<file path="src/rtl/hazard_scoreboard.sv">
// Per-register write scoreboard for an NSTAGE in-order pipeline: detects issue
// hazards at D and drives per-stage stall/flush for hazards, freeze and exceptions.
module hazard_scoreboard #(
    parameter  int NSTAGE    = 5,
    parameter  int NREG      = 32,
    parameter  int RA_W      = 5,
    parameter  int EXC_STAGE = 3,
    parameter  int CNT_W     = 32,
    localparam int SW        = $clog2(NSTAGE)
) (
    input  logic              clk,
    input  logic              resetn,
    input  logic              d_valid,
    input  logic [RA_W-1:0]   d_rs,
    input  logic [RA_W-1:0]   d_rt,
    input  logic              d_rs_used,
    input  logic              d_rt_used,
    input  logic              d_wen,
    input  logic [RA_W-1:0]   d_waddr,
    input  logic [SW-1:0]     d_rdy_stage,
    input  logic              d_long,
    input  logic              lu_done,
    input  logic [RA_W-1:0]   lu_waddr,
    input  logic              freeze,
    input  logic              exc_flush,
    output logic [NSTAGE-1:0] stall,
    output logic [NSTAGE-1:0] flush,
    output logic              d_issue,
    output logic [CNT_W-1:0]  hz_cycles
);

    localparam logic [NSTAGE-1:0] EXC_MASK = NSTAGE'((64'd1 << (EXC_STAGE + 1)) - 64'd1);
    localparam logic [SW-1:0]     LAST_STG = SW'(NSTAGE - 1);
    localparam logic [SW-1:0]     EXC_STG  = SW'(EXC_STAGE);
    localparam logic [SW-1:0]     ISSUE_STG = SW'(2);

    logic          pend   [NREG];
    logic          long_q [NREG];
    logic [SW-1:0] stg    [NREG];
    logic [SW-1:0] rdy    [NREG];

    logic hz;
    logic issue_wr;

    function automatic logic src_hazard(input logic [RA_W-1:0] a, input logic used);
        return used && (a != '0) && pend[a] && (long_q[a] || (stg[a] < rdy[a]));
    endfunction

    always_comb begin
        hz = d_valid && (src_hazard(d_rs, d_rs_used) || src_hazard(d_rt, d_rt_used) ||
                         (d_wen && (d_waddr != '0) && pend[d_waddr] && long_q[d_waddr]));
    end

    // Outputs are gated by resetn so an asserted reset silences them immediately.
    always_comb begin
        stall   = '0;
        flush   = '0;
        d_issue = 1'b0;
        if (!resetn) begin
            stall = '0;
        end else if (freeze) begin
            stall = '1;
        end else if (exc_flush) begin
            flush = EXC_MASK;
        end else if (hz) begin
            stall[1:0] = 2'b11;
            flush[2]   = 1'b1;
        end else begin
            d_issue = d_valid;
        end
    end

    assign issue_wr = d_issue && d_wen && (d_waddr != '0);

    // NOTE: the entry arrays are reset explicitly; pend must start clear, and
    // the other fields are small enough that resetting them costs nothing.
    always_ff @(posedge clk or negedge resetn) begin
        if (!resetn) begin
            for (int r = 0; r < NREG; r++) begin
                pend[r]   <= 1'b0;
                long_q[r] <= 1'b0;
                stg[r]    <= '0;
                rdy[r]    <= '0;
            end
            hz_cycles <= '0;
        end else begin
            // Later assignments win: advance, then lu_done, then a new issue.
            for (int r = 1; r < NREG; r++) begin
                if (!freeze && pend[r] && !long_q[r]) begin
                    if ((exc_flush && (stg[r] <= EXC_STG)) || (stg[r] == LAST_STG)) begin
                        pend[r] <= 1'b0;
                    end else begin
                        stg[r] <= stg[r] + SW'(1);
                    end
                end
                if (lu_done && (lu_waddr == RA_W'(r)) && pend[r] && long_q[r]) begin
                    pend[r] <= 1'b0;
                end
                if (issue_wr && (d_waddr == RA_W'(r))) begin
                    pend[r]   <= 1'b1;
                    long_q[r] <= d_long;
                    stg[r]    <= ISSUE_STG;
                    rdy[r]    <= d_rdy_stage;
                end
            end
            if (!freeze && !exc_flush && hz && (hz_cycles != '1)) begin
                hz_cycles <= hz_cycles + CNT_W'(1);
            end
        end
    end

endmodule

</file>
<file path="config.mk">
export PLATFORM = sky130hd
export DESIGN_NAME = hazard_scoreboard
export DESIGN_NICKNAME = d
export VERILOG_FILES = /design/src/rtl/hazard_scoreboard.sv
export SDC_FILE = /design/constraint.sdc
export NUM_CORES = 1
export LEC_CHECK = 0
export CELL_PAD_IN_SITES_DETAIL_PLACEMENT = 1
export CELL_PAD_IN_SITES_GLOBAL_PLACEMENT = 1
export CORE_AREA = 2 2 254 256
export DETAILED_ROUTE_END_ITERATION = 7
export DIE_AREA = 0 0 256 258
export HOLD_SLACK_MARGIN = 0.08
export PLACE_DENSITY = 0.64
export REMOVE_ABC_BUFFERS = 1
export SYNTH_ARGS = -nofsm -noshare
export SYNTH_HDL_FRONTEND = slang
export SYNTH_SLANG_ARGS = --single-unit
</file>
<file path="constraint.sdc">
create_clock -name clk -period 6.7 [get_ports clk]
set_clock_uncertainty 0.05 [all_clocks]
set_input_delay 1.34 -clock clk [delete_from_list [all_inputs] [get_ports clk]]
set_output_delay 1.34 -clock clk [all_outputs]
set_load 0.02 [all_outputs]
</file>
After elaboration in Yosys (flattened, before gate mapping)

Index checks and enable logic that the tools add are counted.

Reductions and logical operators: 458
Magnitude comparators: 36
Bitwise logic cells: 3
Mux-type cells: 262
Equality and inequality tests: 125
$add $sub $neg: 32

Operators by type and width:

| operator                                                               | number |
|---|---|
| 3-bit 2-to-1 mux                                                       | 102 |
| 1-bit logical AND                                                      | 232 |
| 3-bit nonzero test                                                     | 62 |
| 5-bit equality test (second input constant)                            | 32 |
| 1-bit 2-to-1 mux                                                       | 143 |
| 2-bit AND reduction                                                    | 62 |
| 3-bit by 1-bit adder with 3-bit output (second input constant)         | 31 |
| 3-bit equality test (second input constant)                            | 31 |
| 3-bit by 2-bit <= comparator with 1-bit output (second input constant) | 31 |
| 5-bit by 4-bit equality test with 1-bit output (second input constant) | 16 |
| 2-bit by 1-bit != test with 1-bit output (second input constant)       | 31 |
| 2-bit nonzero test                                                     | 31 |
| 3-bit binary-select mux with 5-bit select                              | 4 |
| 5-bit by 3-bit equality test with 1-bit output (second input constant) | 8 |
| 1-bit logical OR                                                       | 35 |
| 1-bit logical NOT                                                      | 33 |
| 32-bit by 1-bit adder with 32-bit output (second input constant)       | 1 |
| 32-bit != test (second input constant)                                 | 1 |
| 1-bit binary-select mux with 5-bit select                              | 6 |
| 5-bit by 2-bit equality test with 1-bit output (second input constant) | 4 |
| 6-bit >= comparator (second input constant)                            | 3 |
| 5-bit inverter with 6-bit output                                       | 3 |
| 5-bit nonzero test                                                     | 3 |
| 5-bit by 1-bit equality test with 1-bit output (second input constant) | 2 |
| other kinds (4)                                                        | 9 |

Logic and storage cells: 1041
Register bits after elaboration: 280
Input port bits: 33
Output and inout port bits: 43

Logic depth before layout (Yosys ltp)

Word-level depth: 19
Gate-level depth with buffers: 21
Gate-level depth less buffers: 16

Worst setup path after synthesis

No wires, ideal clock.

Kind: input-to-output
Start point: input port d_rt[0]
End point: output port stall[1]
Path slack: -0.813 ns
Cell stages on the path: 18
Arrival: 6.123 ns
Cell sequence: buf_4 buf_2 buf_4 buf_2 buf_1 mux4_2 mux4_2 mux2_2 ha_1 a21oi_1 o311ai_0 nand4b_1 o21ai_0 a21oi_1 a21oi_1 nor3_1 o31ai_1 buf_4

Longest elaborated chain between the ends: 14
Elaborated cells between the ends (all ways): 26
Classes of those cells: 1 x order compare; 16 x mux; 1 x bitwise; 8 x reduce/logical

Ends and longest elaborated chain:

| item                                                   | line | text |
|---|---|---|
| start: declaration                                     | 15   | `input logic [RA_W-1:0] d_rt,` |
| 5-bit inverter with 6-bit output (implied by the code) | 46   | `return used && (a != '0) && pend[a] && (long_q[a] \|\| (stg[a] < rdy[a]));` |
| 3-bit binary-select mux with 5-bit select              | 46   |  |
| 3-bit 2-to-1 mux (implied by the code) (2 in a row)    | 46   |  |
| 3-bit less-than comparator                             | 46   |  |
| 1-bit logical OR                                       | 46   |  |
| 1-bit logical AND (*)                                  | 46   |  |
| 1-bit logical OR (*) (2 in a row)                      | 50   | `hz = d_valid && (src_hazard(d_rs, d_rs_used) \|\| src_hazard(d_rt, d_rt_used) \|\|` |
| 1-bit logical AND (*)                                  | 50   |  |
| 2-bit 2-to-1 mux (*)                                   | 65   | `end else if (hz) begin` |
| 2-bit 2-to-1 mux (*)                                   | 63   | `end else if (exc_flush) begin` |
| 2-bit 2-to-1 mux (*)                                   | 61   | `end else if (freeze) begin` |
| 5-bit 2-to-1 mux (*)                                   | 59   | `if (!resetn) begin` |
| end: declaration                                       | 26   | `output logic [NSTAGE-1:0] stall,` |

Mark *: on every way between the ends. The rest lies on a longest branch, timed or not. The select of a mux whose other input is x is not followed.

Worst setup path after layout

Same ends and word-level chain as after synthesis.

==> summary.txt <==
Outcome
  – Status: finished, final reports clean

Routing
  – Routed len/inst: 26.02 um
  – DRC violations left: 0
  – First drt pass iteration count: 5
  – Post-route ant nets: 0
  – Routed wire length: 68630 um
  – Vias: 14653
  – Initial drt markers: 1245
  – Via-to-Cell Ratio: 5.555

Placement
  – Dpl hpwl: 50890 um
  – Gpl congestion: 0.9489
  – Placement Cell Area: 0.02044 mm^2
  – Port Buf Inserts: 74

Hold path
  – HP Class: reg2reg
  – Hold-critical path depth: 1

CTS
  – Clock transition at the registers of the reported paths: 0.05 ns
  – H-tree depth: 2
  – Maximum buffer depth of the clock tree: 3
  – Root Driver: clkbuf_16
  – # hold bufs at CTS: 0
  – CTS tree: built
  – Inserted Clock Buffers: 37
  – Clock Sinks: 280
  – Skew-Pair Late Insertion Delay: 0.56 ns
  – Setup bufs post-CTS: 0

Power and ir drop
  – Max IR drop VDD: 0.1184 mV
  – Pwr dens: 207.5 mW/mm^2
  – Leakage: 9.785 nW

Final layout
  – Footprint of the multi-input gates: 0.01041 mm^2
  – Ant. Diodes: 0
  – Sequential cell area: 0.007007 mm^2
  – Fin nets: 1876
  – Area growth syn-to-layout: 19.33%
  – Share of cells above drive strength 1: 0.2389
  – Final core occ: 0.3419
  – Design area: 0.02176 mm^2
  – Fillers: 7047

Flow run
  – # Max-Cap Violations: 0

Critical path
  – Kind of critical path: in2out
  – Crit path DAT: 5.10 ns
  – CP Data Required Time: 5.31 ns
  – Worst setup SP type: primary input
  – Crit Path Max Fanout: 17
  – Reg2reg path depth: 17
  – Crit. End Element: output port

GRT
  – Initial antenna violation count: 4
  – GRT Overall Usage: 0.2081
  – Grt total ovfl: 0
  – Vias in the first global route: 15613
  – Largest net degree at the start of global routing: 148
  – First-pass GRT wire length: 103700 um

STA
  – Fmax: 0.1542 GHz
  – Final Cycle Share: 0.9680
  – RSZ-0062 raised after global routing: yes
  – Slew Viols, Final: 0
  – Rel. slew slack: 0.2417
  – Tmin final: 6.485 ns
  – Tightest Pin Transition: 1.132 ns
  – Final hold vios: 0
  – Final setup vio count: 0

Die
  – Initial core utilization: 0.2865
  – Die Span Y: 258 um
  – Rows: 93
  – # IOs: 76
  – Die ar.: 0.06605 mm^2
  – Die width: 256 um
  – CORE AREA: 0.06365 mm^2

Logic synthesis
  – Register area share after synthesis: 0.3842
  – Yosys warnings: 8
  – Post-synthesis cell type count: 63
  – Post-synth EDFFs: 0
  – Post-synthesis cell count: 1658
  – Synthesized area: 0.01823 mm^2
  – Mapped Avg Cell Area: 11.00 um^2
  – Fraction of registers with async set/reset: 1.000
  – Prevailing post-synth register cell: dfrtp_1
  – Post-synthesis sequential element count: 280
repair_timing:
action / CTS / global route
endpoints found under the setup margin: 4 / 4
pin swaps: 0 / 0
gates resized for setup: 6 / 16
gates cloned: 0 / 0
stage by stage:
step           setup WS, ns  setup TNS, ns  instances  hold WS, ns  power [mW]
6_report             0.2146              0       2638       0.4459       4.514
3_3_place_gp        -0.2540        -0.7300       2574       0.4260       2.394
2_1_floorplan        0.5310              0       1547       0.4210       2.061
3_5_place_dp        -0.4186         -1.320       2574       0.4348       2.415
4_1_cts             0.08410              0       2638       0.4498       4.569
5_1_grt           -0.001264      -0.001264       2638       0.4685       4.688
layer usage:
| layer | up-vias | track usage | routed length (um) |
|---|---|---|---|
| li1 | 6267 | - | - |
| met1 | 7748 | 0.2688 | 29240 |
| met2 | 507 | 0.3450 | 32510 |
| met3 | 127 | 0.04545 | 4644 |
| met4 | 4 | 0.07115 | 2215 |
| met5 | - | 0 | 23 |
cell usage after synthesis (3+ instances only):
cell       count  share of area
a21boi_0       3         0.0012
nand3b_1       9         0.0037
clkbuf_1      67          0.014
and3_1        11         0.0038
o21ai_0       37          0.010
nor2_1        61          0.013
dfrtp_1      280           0.38
a21oi_1       68          0.019
ha_1          85          0.058
o311ai_0      31          0.015
buf_1         10         0.0021
and2_1        35          0.012
nor3_1        12         0.0033
buf_2         12         0.0033
nor2b_1       25         0.0086
o21a_1        13         0.0054
and3b_1        4         0.0019
inv_1         91          0.019
xnor2_1       67          0.032
or3_1         18         0.0062
a22o_1         8         0.0038
a211oi_1       4         0.0016
and4_1         3         0.0014
nand3_1       94          0.026
a2111oi_0      3         0.0014
nor3b_1       11         0.0045
mux2_1         4         0.0025
o211ai_1       7         0.0029
o22ai_1        4         0.0014
mux4_2       102           0.13
xor2_1         7         0.0034
nand4_1       31          0.011
buf_4         20         0.0082
a31oi_1       26         0.0089
nand2b_1      10         0.0034
mux2_2        99          0.061
nand4b_1       4         0.0019
nand2_1      143          0.029
mux2_4        40          0.033
a311oi_1       6         0.0029
mux2i_1       63          0.035
registers in the layout (all words and copies together) (netlist names):
register and count:
pend 31, long_q 31, rdy 93, hz_cycles 32, stg 93
cells by family (layout without fill, tap and decap cells):
group | Yosys count | count (layout) | synth area share
buf+inv | 202 | 327 | 0.04734
other cells | 1 | 1 | 0.0002056
fa+ha+maj | 85 | 85 | 0.05832
simple gates | 482 | 482 | 0.1363
compound gates | 226 | 226 | 0.08090
xor+xnor | 74 | 74 | 0.03554
mux | 308 | 308 | 0.2571
flops | 280 | 280 | 0.3842
critical path, cell delays in order:
cell and delay [ns]:
buf_6 0.20, buf_12 0.20, mux4_2 0.52, mux4_2 0.51, mux2i_1 0.15, ha_1 0.29, a21oi_4 0.21, o311ai_0 0.14
nand4b_1 0.20, o21ai_0 0.14, a21oi_2 0.07, a21oi_2 0.21, nor3_2 0.07, buf_4 0.17, o31ai_1 0.29, dlygate4sd1_1 0.36
power breakdown:
part           leakage, nW  internal [mW]  total [mW]  switching (mW)
Sequential            3.82           1.74        1.83          0.0877
Combinational         5.34          0.236       0.564           0.328
Clock                0.625           1.30        2.12           0.820
layout make-up:
class / instances / area share
clock buffers: 46 / 0.04790
clock inverters: 18 / 0.01110
inverters: 91 / 0.01570
multi-input cells: 1176 / 0.4782
flip-flops and latches: 280 / 0.3220
well taps: 855 / 0.04916
repair buffers: 172 / 0.07590
final timing paths:
path	start	end	slack (ns)
worst max-delay path	d_rt[0]	stall[1]	0.21
worst min-delay path	hz_cycles[21]	hz_cycles[21]	0.45
worst max register to register	stg[68]	hz_cycles[7]	1.66
worst min register to register	hz_cycles[21]	hz_cycles[21]	0.45
max in group asynchronous	resetn	stg[32]	4.54
min in group asynchronous	resetn	hz_cycles[20]	0.74
placed cells by master, fill, tap and decap left out, types with 61 or more instances in the layout:
cell and count:
a21oi_1 65, buf_4 82, clkdlybuf4s50_1 61, dfrtp_1 280, ha_1 85, inv_1 91
mux2_2 99, mux2i_1 63, mux4_2 102, nand2_1 143, nand3_1 94, nor2_1 61
xnor2_1 67
Power figures use the tool's default switching activity.
